**src/rtl/y_word_if.sv**
```systemverilog
// Handshake bundle for the packed y-word receive path: packed input side and
// unpacked-field output side. master = word source/consumer environment, slave = unpacker.
interface y_word_if;
  logic        in_valid;
  logic [11:0] in_data;
  logic        in_ready;
  logic        out_valid;
  logic        out_ready;
  logic        out_flag;
  logic [2:0]  out_wire4;
  logic [2:0]  out_reg6;
  logic [3:0]  out_reg5;

  modport master (
    output in_valid, in_data, out_ready,
    input  in_ready, out_valid, out_flag, out_wire4, out_reg6, out_reg5
  );

  modport slave (
    input  in_valid, in_data, out_ready,
    output in_ready, out_valid, out_flag, out_wire4, out_reg6, out_reg5
  );
endinterface

```
**src/rtl/y_word_unpacker.sv**
```systemverilog
// Receive side of the 12-bit packed y word: frames are checked, bad words dropped and
// counted, good words unpacked into a small valid/ready FIFO.
module y_word_unpacker #(
  parameter int DEPTH = 4,
  parameter int ERR_W = 8
) (
  input  logic                   clk,
  input  logic                   rst,
  y_word_if.slave                bus,
  output logic                   err_pulse,
  output logic [ERR_W-1:0]       err_cnt,
  output logic [$clog2(DEPTH):0] level
);
  localparam int AW = $clog2(DEPTH);
  localparam int LW = AW + 1;

  // Framing bit is implied by a good frame, so only y[11:1] is stored.
  logic [10:0]   mem [DEPTH];
  logic [AW-1:0] wr_ptr;
  logic [AW-1:0] rd_ptr;
  logic [10:0]   head;
  logic          frame_ok;
  logic          accept;
  logic          push;
  logic          pop;
  logic          bad;

  assign frame_ok = !bus.in_data[0] &&
                    (bus.in_data[11] == (bus.in_data[4:1] == 4'h0));

  assign bus.in_ready  = (level != LW'(DEPTH));
  assign bus.out_valid = (level != '0);

  assign accept = bus.in_valid && bus.in_ready;
  assign push   = accept && frame_ok;
  assign bad    = accept && !frame_ok;
  assign pop    = bus.out_valid && bus.out_ready;

  always_ff @(posedge clk) begin
    if (push && !rst) begin
      mem[wr_ptr] <= bus.in_data[11:1];
    end
  end

  always_ff @(posedge clk) begin
    if (rst) begin
      wr_ptr    <= '0;
      rd_ptr    <= '0;
      level     <= '0;
      err_pulse <= 1'b0;
      err_cnt   <= '0;
    end else begin
      if (push) wr_ptr <= wr_ptr + AW'(1);
      if (pop)  rd_ptr <= rd_ptr + AW'(1);
      case ({push, pop})
        2'b10:   level <= level + LW'(1);
        2'b01:   level <= level - LW'(1);
        default: level <= level;
      endcase
      err_pulse <= bad;
      if (bad && (err_cnt != '1)) err_cnt <= err_cnt + ERR_W'(1);
    end
  end

  assign head          = mem[rd_ptr];
  assign bus.out_flag  = head[10];
  assign bus.out_wire4 = head[9:7];
  assign bus.out_reg6  = head[6:4];
  assign bus.out_reg5  = head[3:0];
endmodule

```
**src/flat_wrapper.sv**
```systemverilog
// flat-port wrapper written by rule: the top's interface ports become plain ports
module y_word_unpacker_flat 
#(
  parameter int DEPTH = 4,
  parameter int ERR_W = 8
)
  (clk, rst, err_pulse, err_cnt, level, bus_in_valid, bus_in_data, bus_out_ready, bus_in_ready, bus_out_valid, bus_out_flag, bus_out_wire4, bus_out_reg6, bus_out_reg5);
  y_word_if bus_i ();
  input  logic clk;
  input  logic rst;
  output logic err_pulse;
  output logic [ERR_W-1:0] err_cnt;
  output logic [$clog2(DEPTH):0] level;
  input wire logic [$bits(bus_i.in_valid)-1:0] bus_in_valid;
  input wire logic [$bits(bus_i.in_data)-1:0] bus_in_data;
  input wire logic [$bits(bus_i.out_ready)-1:0] bus_out_ready;
  output wire logic [$bits(bus_i.in_ready)-1:0] bus_in_ready;
  output wire logic [$bits(bus_i.out_valid)-1:0] bus_out_valid;
  output wire logic [$bits(bus_i.out_flag)-1:0] bus_out_flag;
  output wire logic [$bits(bus_i.out_wire4)-1:0] bus_out_wire4;
  output wire logic [$bits(bus_i.out_reg6)-1:0] bus_out_reg6;
  output wire logic [$bits(bus_i.out_reg5)-1:0] bus_out_reg5;
  assign bus_i.in_valid = bus_in_valid;
  assign bus_i.in_data = bus_in_data;
  assign bus_i.out_ready = bus_out_ready;
  assign bus_in_ready = bus_i.in_ready;
  assign bus_out_valid = bus_i.out_valid;
  assign bus_out_flag = bus_i.out_flag;
  assign bus_out_wire4 = bus_i.out_wire4;
  assign bus_out_reg6 = bus_i.out_reg6;
  assign bus_out_reg5 = bus_i.out_reg5;
  y_word_unpacker #(.DEPTH(DEPTH), .ERR_W(ERR_W)) u_core (.clk(clk), .rst(rst), .bus(bus_i), .err_pulse(err_pulse), .err_cnt(err_cnt), .level(level));
endmodule
```
**config.mk**
```make
export PLATFORM = sky130hd
export DESIGN_NAME = y_word_unpacker_flat
export DESIGN_NICKNAME = d
export VERILOG_FILES = /design/src/rtl/y_word_if.sv /design/src/rtl/y_word_unpacker.sv /design/src/flat_wrapper.sv
export SDC_FILE = /design/constraint.sdc
export NUM_CORES = 1
export LEC_CHECK = 0
export CAP_MARGIN = 20
export CORE_AREA = 2 2 83 85
export CTS_CLUSTER_SIZE = 20
export DETAILED_ROUTE_END_ITERATION = 6
export DIE_AREA = 0 0 85 87
export GPL_TIMING_DRIVEN = 1
export PLACE_DENSITY = 0.66
export SLEW_MARGIN = 20
export SYNTH_ARGS = -nofsm -noshare
export SYNTH_HDL_FRONTEND = slang
export SYNTH_SLANG_ARGS = --single-unit
export TNS_END_PERCENT = 100
```
**constraint.sdc**
```tcl
create_clock -name clk -period 8.8 [get_ports clk]
set_clock_uncertainty 0.1 [all_clocks]
set_input_delay 1.76 -clock clk [delete_from_list [all_inputs] [get_ports clk]]
set_output_delay 1.76 -clock clk [all_outputs]
set_load 0.02 [all_outputs]
```
# Word level (Yosys, flattened, before mapping)
# Memory sizes are Yosys's and may differ from the RTL's. A register that Yosys moved wholly into a read port is not among the register bits.
# Cells that the tools add are included.
[word_totals]
in_bits = 16
ram_bits = 44
memories = 1
ff_bits = 16
word_cells = 34
[op_classes]
add_sub_neg = 5
muxes = 5
n_eq_ne = 5
reduce_logical = 13
[mem_list]
columns = ["name", "depth", "width", "read_ports", "rd_clocked_by_memory_dff", "write_ports", "line", "source"]
rows = [
  ["u_core.mem", 4, 11, 1, 1, 1, "y_word_unpacker.sv:18", "logic [10:0] mem [DEPTH];"],
]
[ops]
columns = ["op", "count"]
rows = [
  ["$add 8x1->8 const B", 1],
  ["$ne 8x8->1 const B", 1],
  ["$logic_and 1x1->1", 7],
  ["$pmux 3 s2", 1],
  ["$add 2x1->2 const B", 2],
  ["$logic_not 4->1", 1],
  ["$mux 2", 2],
  ["$add 3x1->3 const B", 1],
  ["$logic_not 1->1", 3],
  ["$ne 3x3->1 const B", 1],
  ["$reduce_bool 3->1", 1],
  ["$sub 3x1->3 const B", 1],
  ["$eq 2x1->1 const B", 1],
  ["$eq 2x2->1 const B", 1],
  ["$mux 1", 2],
  ["$reduce_bool 2->1", 1],
  ["$eq 1x1->1", 1],
]

# Depth between registers and ports, before layout
[depth]
ltp_word = 7
ltp_mapped = 10
mapped_depth_nobuf = 9

# Least setup slack after synthesis
# OpenSTA, ideal clock, no wires.
[synth_timing]
path_kind = "input port to flip-flop"
start = "input port bus_in_data[2]"
end = "register u_core.level[2]"
setup_slack_ps = 4783
cell_stages = 10
setup_time_ps = 71
t_arrival_ps = 3847
n_path_buf = 1
cell_sequence = "nor4_2 > mux2_4 > clkbuf_8 > nand2_1 > ha_1 > inv_1 > fa_1 > xor2_1 > or3_1 > a21oi_1"
[synth_via]
elab_chain_len = 6
word_cells_on_any_way = 8
[synth_lines]
columns = ["item", "line", "source"]
rows = [
  ["start: declaration", "flat_wrapper.sv:15", "input wire logic [$bits(bus_i.in_data)-1:0] bus_in_data;"],
  ["$logic_not 4->1 (*)", "y_word_unpacker.sv:29", "(bus.in_data[11] == (bus.in_data[4:1] == 4'h0));"],
  ["$eq 1x1->1 (*)", "y_word_unpacker.sv:29", ""],
  ["$logic_and 1x1->1 (*)", "y_word_unpacker.sv:28", "assign frame_ok = !bus.in_data[0] &&"],
  ["$logic_and 1x1->1 (*)", "y_word_unpacker.sv:35", "assign push = accept && frame_ok;"],
  ["$eq 2x1->1 or $eq 2x2->1 (tied branches)", "y_word_unpacker.sv:55", "case ({push, pop})"],
  ["$pmux 3 s2 or $reduce_bool 2->1 (tied branches)", "--", ""],
  ["end signal: assignment", "y_word_unpacker.sv:56", "2'b10: level <= level + LW'(1);"],
  ["end signal: assignment", "y_word_unpacker.sv:57", "2'b01: level <= level - LW'(1);"],
  ["end signal: assignment", "y_word_unpacker.sv:58", "default: level <= level;"],
  ["end: declaration", "y_word_unpacker.sv:12", "output logic [$clog2(DEPTH):0] level"],
]
# Mark *: on every way between the ends. The rest lies on a longest branch, timed or not.
# A chain may end at the register's enable or synchronous reset.

# Worst setup path after layout
# Ends and elaborated chain as after synthesis.

==> impl_results.md <==
- # setup viols final: 0
- Max Cap Viol: 0
- Total die area: about 7400 um2
- Global-route wire length before repair: 7180 um
- Seq/Total Area, Yosys: 65.9%
- VDD IR-drop max: 0.125 mV
- Cell Rows: 30
- Largest net degree at the start of global routing: 20
- Fin Setup TNS: 0 ns
- Via Count: about 1500
- Overall die height: between 80 and 90 um
- DR DRC count: 0
- Syn Area/Cell: 15.5 um2
- Async set-or-reset flop fraction in the synthesized netlist: 0%
- Port buffer count: 40
- Internal cell power: 655 uW
- Number of flops mapped to enable cells by yosys: 44
- Layout Area Growth over Synthesis: 29.1%
- Status: complete, no violations
- CTS tree: done
- Post-DRT Antenna Nets: 0
- Gpl congestion: just under 0.8
- Drt total wl: 4470 um
- Area occupied by multi-input gates: 806 um2
- WP data required: 8.95 ns
- Reg area: about 1700 um2
- Via-per-instance ratio: approximately 5.2
- Setup crit start kind: primary input
- Net Switching: 201 uW
- Hold_buf cts: 0
- Net Count, Synth: 188
- Vias in the first global route: roughly 1500
- Crit. End Element: flop
- Max-slew violations: 0
- Worst-Margin Slew: between 0.7 and 0.8 ns
- Post-CTS setup buffers: 0
- Grt total ovfl: 0
- DPL Wire Length: 2890 um
- Die W: 85 um
- Slew Limit Headroom: 50.5%
- Initial Util: 38.8%
- Clock power frac: 40.9%
- Worst Path Max Fanout: 18
- Endpoints failing hold: 0
- N_diodes: 0
- # resized after CTS: 0
- Max Buffers Root-to-Sink: 2
- Area leader, netlist: edfxtp_1
- Switching Fraction: 23.5%
- Min-Delay Path Class: reg2reg
- Synth top area share: 51.8%
- TritonCTS Buffers: 9
- Fmax: 235 MHz
- Cell Pwr Density: 260 nW/um2
- Leak: 0.00107 uW
- Post-DR wirelength/cell: approximately 15 um
- Synth warnings: 0
- WP data arrival: 4.41 ns
- Post-Syn Instances: 165
- Share of layout cells above drive strength 1: 15.8%
- CTS H-tree depth: 3
- Design Power: about 860 uW
- Register share of total power: 40.5%
- CTS sink count: between 60 and 70
- Mapped Area: between 2000 and 3000 um2
- Synth Register Bits: between 60 and 70
- Post-synth top cells: 44 x edfxtp_1, 18 x dfxtp_1, 11 x mux4_2
- Synth area leaders: edfxtp_1 52%, dfxtp_1 14%, mux4_2 9.7%
- Core Region: 6570 um2
- Count of cell types in the netlist: 37
- Initial antenna violation count: 0
- Main synth FF type: edfxtp_1
- RSZ-0062 raised after global routing: false
- IO Count: 41
- Fill count: 554
- DR pass1 iterations: 4
- Reg2reg setup slack: 6.31 ns
- Critical setup path kind: in2reg
- Min Tclk post-route: between 4 and 5 ns
- CTS Root Cell: clkbuf_8
- Logic pwr share: between 10% and 20%
- Final period util: 48.4%
- CTS clk-pin slew, worst paths: 0.07 ns
- Initial DRC Count: 97
- Fin nets: ~230
- Total track usage: 12.9%
- Count leader, synth: edfxtp_1
- Clock Latency Late Sink: approximately 0.33 ns
metrics by stage:
| stage | utilization [%] | cells | setup WS (ns) | hold WS, ns | cell area (um2) |
|---|---|---|---|---|---|
| finish | 50.2 | 295 | 4.54 | 0.418 | 3290 |
| global route | 50.2 | 295 | 4.37 | 0.452 | 3290 |
| CTS | 50.2 | 295 | 4.54 | 0.421 | 3290 |
| detailed placement | 45.8 | 279 | 4.21 | 0.405 | 3010 |
| global placement | 45.8 | 279 | 4.24 | 0.403 | 3010 |
| floorplan | - | 165 | 4.78 | 0.384 | 2550 |
flip-flops by register name, indices dropped and copies added (netlist names), named ones only:
register          cells
u_core.mem           44
u_core.wr_ptr         2
u_core.err_cnt        8
u_core.level          3
u_core.err_pulse      1
u_core.rd_ptr         2
cells in the final DEF, fill, tap and decap left out, types with 2 or more instances in the layout:
cell type,synthesis,final
or4_1,4,4
clkdlybuf4s50_1,0,40
clkbuf_8,1,9
nand4_1,3,3
edfxtp_1,44,44
and2_1,6,6
clkinv_2,0,2
xor2_1,3,3
bufinv_16,0,5
or3_1,2,2
o31ai_1,4,4
ha_1,6,6
o21ai_0,5,5
nand2_1,4,4
nand3_1,5,5
dfxtp_1,18,18
nor2b_1,2,2
nor2_1,8,8
mux4_2,11,11
inv_1,6,6
nor3_1,4,4
a21oi_1,10,10
kinds of logic (layout without fill, tap and decap cells):
group | after synthesis | in the layout | synth area share [%]
DFF | 62 | 62 | 65.9
buffers and inverters | 12 | 62 | 2.50
adders and majority gates | 7 | 7 | 3.73
AOI/OAI and AO/OA | 22 | 22 | 5.30
xor gates and xnor gates | 4 | 4 | 1.37
and+or+nand+nor | 44 | 44 | 10.1
muxes | 14 | 14 | 11.1
area by class of cell:
class,instances,share of cell area (%)
clock inverter,7,4.86
sequential,62,51.0
timing repair buffer,40,12.2
multi-input combinational,91,24.5
clock buffer,9,3.76
tap,80,3.04
inverter,6,0.684
path summary, 6_finish.rpt:
path | endpoint | start | cells past startpoint
setup reg to reg | u_core.level[2] | u_core.level[2] | 9
hold reg to reg | u_core.wr_ptr[1] | u_core.wr_ptr[1] | 2
hold / removal | u_core.wr_ptr[1] | u_core.wr_ptr[1] | 2
setup / recovery | u_core.level[2] | bus_in_data[2] | 10
power groups by stage:
stage	Combinational [uW]	Clock (uW)	Sequential (uW)
floorplan	104	0	346
global placement	157	0	355
detailed placement	160	0	355
CTS	161	358	349
global route	169	371	351
finish	159	350	347
critical path, cell delays in order:
cell             delay (ns)
clkdlybuf4s50_1        0.49
nor4_2                 0.43
mux2_4                 0.43
nand2_1                0.10
ha_1                   0.17
inv_1                  0.06
fa_1                   0.37
xor2_1                 0.16
or3_1                  0.30
a21oi_1                0.14
layer usage:
layer	up-vias	track usage [%]	part of all wire (%)
met5	-	0	0
met4	0	6.49	1.7
met3	6	4.83	5.6
met2	44	20.7	47
met1	744	15.4	46
li1	728	-	-
No activity file was read; power rests on OpenSTA's default activity.
